### src/rtl/ks_sched_pkg.sv
// Shared constants, state encoding and note-to-pitch helpers for the
// Karplus-Strong voice scheduler.
package ks_sched_pkg;

    localparam int LEN_W  = 9;
    localparam int OCT_W  = 2;
    localparam int FILT_W = 3;
    localparam int NOTE_W = 7;

    // Delay-line length per pitch class: round(480 * 2^(-pc/12)).
    localparam logic [LEN_W-1:0] LEN_TABLE [12] = '{
        9'd480, 9'd453, 9'd428, 9'd404, 9'd381, 9'd360,
        9'd339, 9'd320, 9'd302, 9'd285, 9'd269, 9'd254
    };

    typedef enum logic [2:0] {
        IDLE   = 3'd0,
        DIV    = 3'd1,
        SEARCH = 3'd2,
        ALLOC  = 3'd3,
        FIRE   = 3'd4,
        GAP    = 3'd5
    } sched_state_t;

    function automatic logic [LEN_W-1:0] len_lookup(input logic [3:0] pc);
        logic [LEN_W-1:0] len;
        if (pc < 4'd12) begin
            len = LEN_TABLE[pc];
        end else begin
            len = LEN_TABLE[0];
        end
        return len;
    endfunction

    // Engines only span four octaves, so the raw quotient is clamped.
    function automatic logic [OCT_W-1:0] octave_sat(input logic [3:0] oct_raw);
        logic [OCT_W-1:0] oct;
        case (oct_raw)
            4'd0, 4'd1, 4'd2, 4'd3: oct = 2'd0;
            4'd4:                   oct = 2'd1;
            4'd5:                   oct = 2'd2;
            default:                oct = 2'd3;
        endcase
        return oct;
    endfunction

endpackage

### src/rtl/ks_lru_rank.sv
// Least-recently-used ranking of voices; rank 0 is newest, rank NUM_VOICES-1
// is the steal candidate reported on oldest_idx.
module ks_lru_rank #(
    parameter int NUM_VOICES = 4
) (
    input  logic                          clk,
    input  logic                          reset_n,
    input  logic                          upd_en,
    input  logic [$clog2(NUM_VOICES)-1:0] upd_idx,
    output logic [$clog2(NUM_VOICES)-1:0] oldest_idx
);

    localparam int IDX_W = $clog2(NUM_VOICES);

    logic [IDX_W-1:0] rank_r      [NUM_VOICES];
    logic [IDX_W-1:0] rank_next_s [NUM_VOICES];
    logic [IDX_W-1:0] oldest_next_s;

    // Next-rank computation: promote the used voice, age the ones it overtook.
    always_comb begin
        oldest_next_s = oldest_idx;
        for (int i = 0; i < NUM_VOICES; i++) begin
            if (!upd_en) begin
                rank_next_s[i] = rank_r[i];
            end else if (IDX_W'(i) == upd_idx) begin
                rank_next_s[i] = '0;
            end else if (rank_r[i] < rank_r[upd_idx]) begin
                rank_next_s[i] = rank_r[i] + IDX_W'(1);
            end else begin
                rank_next_s[i] = rank_r[i];
            end
        end
        for (int i = 0; i < NUM_VOICES; i++) begin
            oldest_next_s = (rank_next_s[i] == IDX_W'(NUM_VOICES - 1)) ? IDX_W'(i) : oldest_next_s;
        end
    end

    // Rank and oldest-voice registers.
    always_ff @(posedge clk or negedge reset_n) begin
        if (!reset_n) begin
            for (int i = 0; i < NUM_VOICES; i++) begin
                rank_r[i] <= IDX_W'(i);
            end
            oldest_idx <= IDX_W'(NUM_VOICES - 1);
        end else begin
            for (int i = 0; i < NUM_VOICES; i++) begin
                rank_r[i] <= rank_next_s[i];
            end
            oldest_idx <= oldest_next_s;
        end
    end

endmodule

### src/rtl/ks_voice_scheduler.sv
// Note event allocator for NUM_VOICES plucked-string engines: converts notes
// to delay length/octave, picks a voice and paces the pluck trigger.
module ks_voice_scheduler
    import ks_sched_pkg::*;
#(
    parameter int NUM_VOICES = 4,
    parameter int TRIG_HOLD  = 16,
    parameter int TRIG_GAP   = 16
) (
    input  logic                           clk,
    input  logic                           reset_n,
    input  logic                           note_valid,
    output logic                           note_ready,
    input  logic                           note_on,
    input  logic [NOTE_W-1:0]              note_num,
    input  logic [FILT_W-1:0]              note_filtsw,
    output logic [NUM_VOICES-1:0]          voice_trig,
    output logic [NUM_VOICES*LEN_W-1:0]    voice_len,
    output logic [NUM_VOICES*OCT_W-1:0]    voice_octave,
    output logic [NUM_VOICES*FILT_W-1:0]   voice_filtsw,
    output logic [NUM_VOICES-1:0]          voice_active,
    output logic                           steal_evt
);

    localparam int IDX_W = $clog2(NUM_VOICES);

    sched_state_t      state_r;
    logic              on_r;
    logic [NOTE_W-1:0] note_r;
    logic [FILT_W-1:0] filt_r;
    logic [NOTE_W-1:0] rem_r;
    logic [3:0]        oct_raw_r;
    logic [IDX_W-1:0]  target_r;
    logic [15:0]       cnt_r;
    logic [NOTE_W-1:0] note_mem_r [NUM_VOICES];

    logic              match_hit_s;
    logic [IDX_W-1:0]  match_idx_s;
    logic              free_hit_s;
    logic [IDX_W-1:0]  free_idx_s;
    logic [IDX_W-1:0]  target_s;
    logic              steal_s;
    logic [IDX_W-1:0]  oldest_s;
    logic              lru_upd_s;

    assign lru_upd_s = (state_r == SEARCH) && on_r;

    ks_lru_rank #(.NUM_VOICES(NUM_VOICES)) u_lru (
        .clk        (clk),
        .reset_n    (reset_n),
        .upd_en     (lru_upd_s),
        .upd_idx    (target_s),
        .oldest_idx (oldest_s)
    );

    // Voice selection; scanning downward leaves the lowest matching index.
    always_comb begin
        match_hit_s = 1'b0;
        match_idx_s = '0;
        free_hit_s  = 1'b0;
        free_idx_s  = '0;
        for (int i = NUM_VOICES - 1; i >= 0; i--) begin
            match_idx_s = (voice_active[i] && (note_mem_r[i] == note_r)) ? IDX_W'(i) : match_idx_s;
            match_hit_s = (voice_active[i] && (note_mem_r[i] == note_r)) ? 1'b1 : match_hit_s;
            free_idx_s  = (!voice_active[i]) ? IDX_W'(i) : free_idx_s;
            free_hit_s  = (!voice_active[i]) ? 1'b1 : free_hit_s;
        end
        if (match_hit_s) begin
            target_s = match_idx_s;
            steal_s  = 1'b0;
        end else if (free_hit_s) begin
            target_s = free_idx_s;
            steal_s  = 1'b0;
        end else begin
            target_s = oldest_s;
            steal_s  = 1'b1;
        end
    end

    // Scheduler FSM with all outputs registered.
    always_ff @(posedge clk or negedge reset_n) begin
        if (!reset_n) begin
            state_r      <= IDLE;
            on_r         <= 1'b0;
            note_r       <= '0;
            filt_r       <= '0;
            rem_r        <= '0;
            oct_raw_r    <= 4'd0;
            target_r     <= '0;
            cnt_r        <= 16'd0;
            note_ready   <= 1'b1;
            voice_trig   <= '0;
            voice_len    <= '0;
            voice_octave <= '0;
            voice_filtsw <= '0;
            voice_active <= '0;
            steal_evt    <= 1'b0;
            for (int i = 0; i < NUM_VOICES; i++) begin
                note_mem_r[i] <= '0;
            end
        end else begin
            steal_evt <= 1'b0;
            case (state_r)
                IDLE: begin
                    if (note_valid && note_ready) begin
                        on_r       <= note_on;
                        note_r     <= note_num;
                        filt_r     <= note_filtsw;
                        rem_r      <= note_num;
                        oct_raw_r  <= 4'd0;
                        note_ready <= 1'b0;
                        state_r    <= DIV;
                    end
                end
                DIV: begin
                    if (rem_r >= 7'd12) begin
                        rem_r     <= rem_r - 7'd12;
                        oct_raw_r <= oct_raw_r + 4'd1;
                    end else begin
                        state_r <= SEARCH;
                    end
                end
                SEARCH: begin
                    if (on_r) begin
                        // Config lands now so it leads the trigger by a cycle.
                        for (int i = 0; i < NUM_VOICES; i++) begin
                            if (IDX_W'(i) == target_s) begin
                                voice_len[LEN_W*i +: LEN_W]     <= len_lookup(rem_r[3:0]);
                                voice_octave[OCT_W*i +: OCT_W]  <= octave_sat(oct_raw_r);
                                voice_filtsw[FILT_W*i +: FILT_W] <= filt_r;
                                note_mem_r[i]                   <= note_r;
                                voice_active[i]                 <= 1'b1;
                            end
                        end
                        target_r  <= target_s;
                        steal_evt <= steal_s;
                        state_r   <= ALLOC;
                    end else begin
                        if (match_hit_s) begin
                            voice_active[match_idx_s] <= 1'b0;
                        end
                        note_ready <= 1'b1;
                        state_r    <= IDLE;
                    end
                end
                ALLOC: begin
                    voice_trig[target_r] <= 1'b1;
                    cnt_r                <= 16'd0;
                    state_r              <= FIRE;
                end
                FIRE: begin
                    if (cnt_r == 16'(TRIG_HOLD - 1)) begin
                        voice_trig <= '0;
                        cnt_r      <= 16'd0;
                        state_r    <= GAP;
                    end else begin
                        cnt_r <= cnt_r + 16'd1;
                    end
                end
                GAP: begin
                    if (cnt_r == 16'(TRIG_GAP - 1)) begin
                        note_ready <= 1'b1;
                        state_r    <= IDLE;
                    end else begin
                        cnt_r <= cnt_r + 16'd1;
                    end
                end
                default: begin
                    voice_trig <= '0;
                    note_ready <= 1'b1;
                    state_r    <= IDLE;
                end
            endcase
        end
    end

endmodule

### config.mk
export PLATFORM = sky130hd
export DESIGN_NAME = ks_voice_scheduler
export DESIGN_NICKNAME = d
export VERILOG_FILES = /design/src/rtl/ks_sched_pkg.sv /design/src/rtl/ks_lru_rank.sv /design/src/rtl/ks_voice_scheduler.sv
export SDC_FILE = /design/constraint.sdc
export NUM_CORES = 1
export LEC_CHECK = 0
export CORE_AREA = 2 2 135 137
export DETAILED_ROUTE_END_ITERATION = 7
export DIE_AREA = 0 0 137 139
export GPL_ROUTABILITY_DRIVEN = 0
export GPL_TIMING_DRIVEN = 0
export PLACE_DENSITY = 0.7
export SKIP_LAST_GASP = 1
export SYNTH_ARGS = -nofsm -noshare
export SYNTH_HDL_FRONTEND = slang
export SYNTH_SLANG_ARGS = --single-unit
### constraint.sdc
create_clock -name clk -period 3.5 [get_ports clk]
set_input_delay 0.7 -clock clk [delete_from_list [all_inputs] [get_ports clk]]
set_output_delay 0.7 -clock clk [all_outputs]
set_load 0.03 [all_outputs]
### Word-level counts from Yosys, hierarchy flattened

Memory sizes are Yosys's and may differ from the RTL's.
Cells that the tools add are included.

* register bits: 147
* memory bits (read-only): 144
* input bits: 14
* output and inout port bits: 66
* memories kept: 1

* add/sub/neg operators: 7
* order comparisons: 12
* eq/ne operators: 33
* mux-type cells: 76
* bitwise operators: 7
* reductions and logical operators: 33

Memory list
* (no name shown): words 16, width 9, rd ports 1, clocked after Yosys merged registers in 0, wr ports 0, line ks_sched_pkg.sv:28 `len = LEN_TABLE[pc];`

Operators by type and width (number)
* $mux 2: 29
* $pmux 16 s3: 1
* $mux 16: 2
* $eq 7x7->1: 4
* $mux 9: 3
* $reduce_and 3->1: 9
* $mux 1: 21
* $mux 4: 5
* $pmux 3 s6: 1
* $add 16x1->16 const B: 1
* $eq 16x4->1 const B: 1
* $mux 7: 2
* $ne 2x2->1 const B: 7
* $pmux 7 s2: 1
* $mux 3: 4
* $pmux 4 s3: 1
* $add 2x1->2 const B: 4
* $eq 2x2->1 const B: 4
* $eq 4x2->1 const B: 2
* $eq 4x3->1 const B: 2
* $logic_and 1x1->1: 8
* $lt 2x2->1: 4
* $ne 2x1->1 const B: 4
* $pmux 4 s2: 1
* other kinds (34): 47

### Longest topological paths before layout

* depth after elaboration: 20
* depth in mapped cells: 12
* depth with buffers taken out: 10

### Hierarchy

Synthesis repeated with hierarchy kept, for this count alone.

* cells, all modules: 630
* area, all modules: 7199.4 um2

Modules (own cells, without submodules)
* ks_voice_scheduler: instances 1, cells each 558, area an instance 6493.7 um2, sequential area each 3429.5 um2
* ks_lru_rank: instances 1, cells each 72, area an instance 705.7 um2, sequential area each 257.7 um2

### Worst setup path after synthesis

No wires, ideal clock.

* path kind: reg2reg
* start: register note_r[4]
* end: register u_lru.oldest_idx[1]
* setup time: 0.084 ns
* data arrival time: 2.406 ns
* required time: 3.416 ns
* setup slack: 1.010 ns
* cell stages (with the launch flop): 11
* period minus slack after synthesis: 2.490 ns
* cell sequence: dfrtp_1 buf_6 xnor2_1 nand4_1 or2_4 a211oi_4 nor2_2 mux2_4 nor3_4 o21bai_1 a311o_1

* longest elaborated chain between the ends: 19
* elaborated cells between the ends (all ways): 49
* those cells by class: 4 x order compare; 11 x eq/ne; 27 x mux; 1 x bitwise; 6 x reduce/logical

Ends and longest elaborated chain
* start, declared: line ks_voice_scheduler.sv:29 `logic [NOTE_W-1:0] note_r;`
* start signal, assigned: line ks_voice_scheduler.sv:107 `note_r <= note_num;`
* $eq 7x7->1: line ks_voice_scheduler.sv:63, ks_voice_scheduler.sv:64
* $logic_and 1x1->1: line ks_voice_scheduler.sv:63, ks_voice_scheduler.sv:64
* $mux 2 / $mux 1 (equally long branches) (4 in series): line ks_voice_scheduler.sv:63, ks_voice_scheduler.sv:64
* $mux 2 *: line ks_voice_scheduler.sv:68 `if (match_hit_s) begin`
* $not 2->3 (implied by the code): line ks_lru_rank.sv:27 `end else if (rank_r[i] < rank_r[upd_idx]) begin`
* $bmux 2 s2: line ks_lru_rank.sv:27
* $mux 2 (implied by the code) (2 in series): line ks_lru_rank.sv:27
* $lt 2x2->1: line ks_lru_rank.sv:27
* $mux 2: line ks_lru_rank.sv:27
* $mux 2: line ks_lru_rank.sv:25 `end else if (IDX_W'(i) == upd_idx) begin`
* $mux 2: line ks_lru_rank.sv:23 `if (!upd_en) begin`
* $eq 2x2->1: line ks_lru_rank.sv:34 `oldest_next_s = (rank_next_s[i] == IDX_W'(NUM_VOICES - 1)) ? IDX_W'(i) : oldest_next_s;`
* $mux 2 (3 in series): line ks_lru_rank.sv:34
* end signal, assigned: line ks_lru_rank.sv:44 `oldest_idx <= IDX_W'(NUM_VOICES - 1);`
* end signal, assigned: line ks_lru_rank.sv:49 `oldest_idx <= oldest_next_s;`
* end, declared: line ks_lru_rank.sv:10 `output logic [$clog2(NUM_VOICES)-1:0] oldest_idx`

Mark *: on every way between the ends. The rest lies on a longest branch, timed or not. The select of a mux whose other input is x is not followed.
A chain may end at the register's enable or synchronous reset.

### Worst setup path in the final report

* start: register state_r[0]
* end: register voice_len[30]

* longest elaborated chain between the ends: 2

Ends and longest elaborated chain
* start, declared: line ks_voice_scheduler.sv:27 `sched_state_t state_r;`
* start signal, assigned: line ks_voice_scheduler.sv:83 `state_r <= IDLE;`
* start signal, assigned: line ks_voice_scheduler.sv:112 `state_r <= DIV;`
* start signal, assigned: line ks_voice_scheduler.sv:120 `state_r <= SEARCH;`
* $eq 3x2->1: line ks_voice_scheduler.sv:103 `case (state_r)`
* $reduce_and 3->1 (no source line)
* end signal, assigned by index: line ks_voice_scheduler.sv:128 `voice_len[LEN_W*i +: LEN_W] <= len_lookup(rem_r[3:0]);`
* end, declared: line ks_voice_scheduler.sv:18 `output logic [NUM_VOICES*LEN_W-1:0] voice_len,`

No other way between the ends.

==> run metrics <==
fin crit period=~3.2 ns; area of the die=around 19000 um2; die height=roughly 140 um; most frequent cells in the layout=197 x nand2_1, 140 x dfrtp_1, 78 x clkdlybuf4s50_1; Hold Crit Class=input port to asynchronous set/reset pin; gr ovfl total=0; drt first pass iters=5; complex-gate fraction of the synthesized area=11.4%; Detail Placement HPWL=between 10 and 15 mm; Detail Route Antenna Nets=0; Net Count, Synth=around 750; asr flop ratio synth=between 90% and 100%; dpl cell area=around 8000 um2; gr usage total=18.2%; Clock Root Buffer=clkbuf_16; max_slew headroom=between 30 and 40%; sequential share of the synthesized area=53.3%; Setup crit start=state_r[0]; final hold vios=0; WS Path Type=flip-flop to flip-flop; Routed WL=16.5 mm; largest family of logic cells by synthesized area=simple AND/OR/NAND/NOR gates; Mapped Avg Cell Area=9.50 um2; Post-Synth XOR/XNOR Area=~4.9%; ANT cells=0; R2R setup slack=just under 0.3 ns; adder-cell share of the synthesized area=under 10%; core area=17700 um2; Synth Instances=around 730; Iter 0 DRT Violations=roughly 370; I/O Pins=80; hold buffers post-CTS=0; placed cell count=approximately 1000; via-per-instance ratio=slightly above 5; CP Launch Type=flip-flop; clk slew on worst S/H paths=0.06 ns; Layout area overhead=25.2%; final net count=853; Die Span X=~140 um; arrival time worst endpoint=between 3 and 4 ns; fmax=311 MHz; Synth Cell Area=6920 um2; EDFF count, synth=0; max_cap viols=0; postcts setup bufs=0; initial antenna violation count=0; drc violations=0; row count=49; number of CTS-inserted buffers=17; predominant post-synthesis flop cell=dfrtp_1; RSZ-0062 raised after global routing=no; Clock Sinks=roughly 150; fin crit share=about nine tenths; number of global-route vias before repair=about 5300; Port Buf Inserts=around 80; Initial Utilization=39.2%; post-synthesis cell type count=58; worst vdd ir=roughly 0.00034 V; fraction of layout cells with a size suffix above 1=about a tenth; Max Root-Sink Buffers=2; simple-gate share of the synthesized area=20.3%; Power Density=~760 nW/um2; post-CTS resize count=0; worst flop-to-flop path startpoint=state_r[0]; Req. time, crit path=roughly 3.8 ns; Setup crit end kind=flip-flop; Clock Latency Late Sink=between 0.4 and 0.5 ns; CTS HTree Levels=4; clock skew=0.00768 ns; post-route cell area=~8700 um2; Seq cells post-synth=between 100 and 150; fin cells=1069; pin count of the biggest net entering global routing=approximately 80; status=finished, final reports clean; leakage=4.01 nW; TritonCTS clock tree=yes; Tightest Pin Transition=~0.95 ns; crit-path max FO=10; Synth warnings=0; TNS Setup=0 ns; first-pass GRT wire length=between 20 and 30 mm; most common cell after layout, fill and taps aside=nand2_1; Max Slew Vio Count=0; mux share of post-synthesis cell area=approximately 4.0%; routed via count=~5400; Routed WL per cell=between 15 and 20 um; # setup viols final=0
per-stage QoR:
| stage | hold WS (ns) | worst slack, ns | power (mW) | util, % |
|---|---|---|---|---|
| global route | 0.353 | 0.0430 | 6.94 | 49.1 |
| finish | 0.279 | 0.289 | 6.54 | 49.1 |
| floorplan | 0.404 | 1.01 | 3.86 | - |
| global placement | 0.461 | -4.26 | 4.58 | 45.3 |
| CTS | 0.323 | 0.292 | 6.58 | 49.1 |
| detailed placement | 0.465 | 0.339 | 4.63 | 45.5 |
critical path, stage by stage (launching register included):
cell and delay [ns]:
dfrtp_1 0.39, buf_2 0.18, nor3b_1 0.56, nand2_1 0.47
or2_1 0.42, or2_2 0.29, buf_2 0.18, clkbuf_1 0.33
nand2_1 0.16, o21ai_0 0.09
synth_stat cells (all sizes together) (12+ instances only):
cell type,instances,area share [%]
nand2,197,11
dfrtp,140,51
o21ai,61,4.4
nor2,56,3.1
a21oi,29,2.2
xnor2,29,3.7
clkbuf,22,1.2
inv,19,1.0
mux2,18,3.0
buf,13,1.7
ha,12,2.2
nor3,12,1.0
cells by family (layout without fill, tap and decap cells):
kind of cell               Yosys count  in the layout
muxes                               25             25
xor gates and xnor gates            39             39
and+or+nand+nor                    324            324
DFF                                147            147
AOI/OAI and AO/OA                  127            127
buffers and inverters               54            166
adders and majority gates           12             12
state kept, by name, summed over array words and instances (netlist names):
register and cells:
cnt_r 16, filt_r 3, note_mem_r 28, note_r 7, note_ready 1, oct_raw_r 4
on_r 1, rem_r 7, state_r 3, steal_evt 1, target_r 2, u_lru.oldest_idx 2
u_lru.rank_r 8, voice_active 4, voice_filtsw 12, voice_len 36, voice_octave 8, voice_trig 4
area by class of cell:
cell class	count	area (um2)
buffer	35	198
clock buffer	20	467
clock inverter	12	169
fill	1647	9000
inverter	19	71.3
multi-input combinational	527	2960
sequential	147	3690
tap	229	287
timing repair buffer	80	820
power breakdown:
part / total, mW / switching (mW) / internal (mW)
Combinational: 2.27 / 1.40 / 0.873
Sequential: 2.34 / 0.292 / 2.05
Clock: 1.94 / 0.746 / 1.19
per-layer routing:
metal / GRT usage (%) / wire length [um]
met5: 0 / 0
met1: 25.2 / 7730
met4: 6.51 / 329
met3: 3.73 / 764
met2: 28.3 / 7700
worst paths after layout:
| path | to | cells past startpoint |
|---|---|---|
| min in group clk | voice_filtsw[10] | 2 |
| max in group asynchronous | u_lru.oldest_idx[1] | 2 |
| hold / removal | note_mem_r[22] | 1 |
| setup reg to reg | voice_len[30] | 9 |
| hold reg to reg | voice_filtsw[10] | 2 |
| setup / recovery | voice_len[30] | 9 |
No activity file was read; power rests on OpenSTA's default activity.
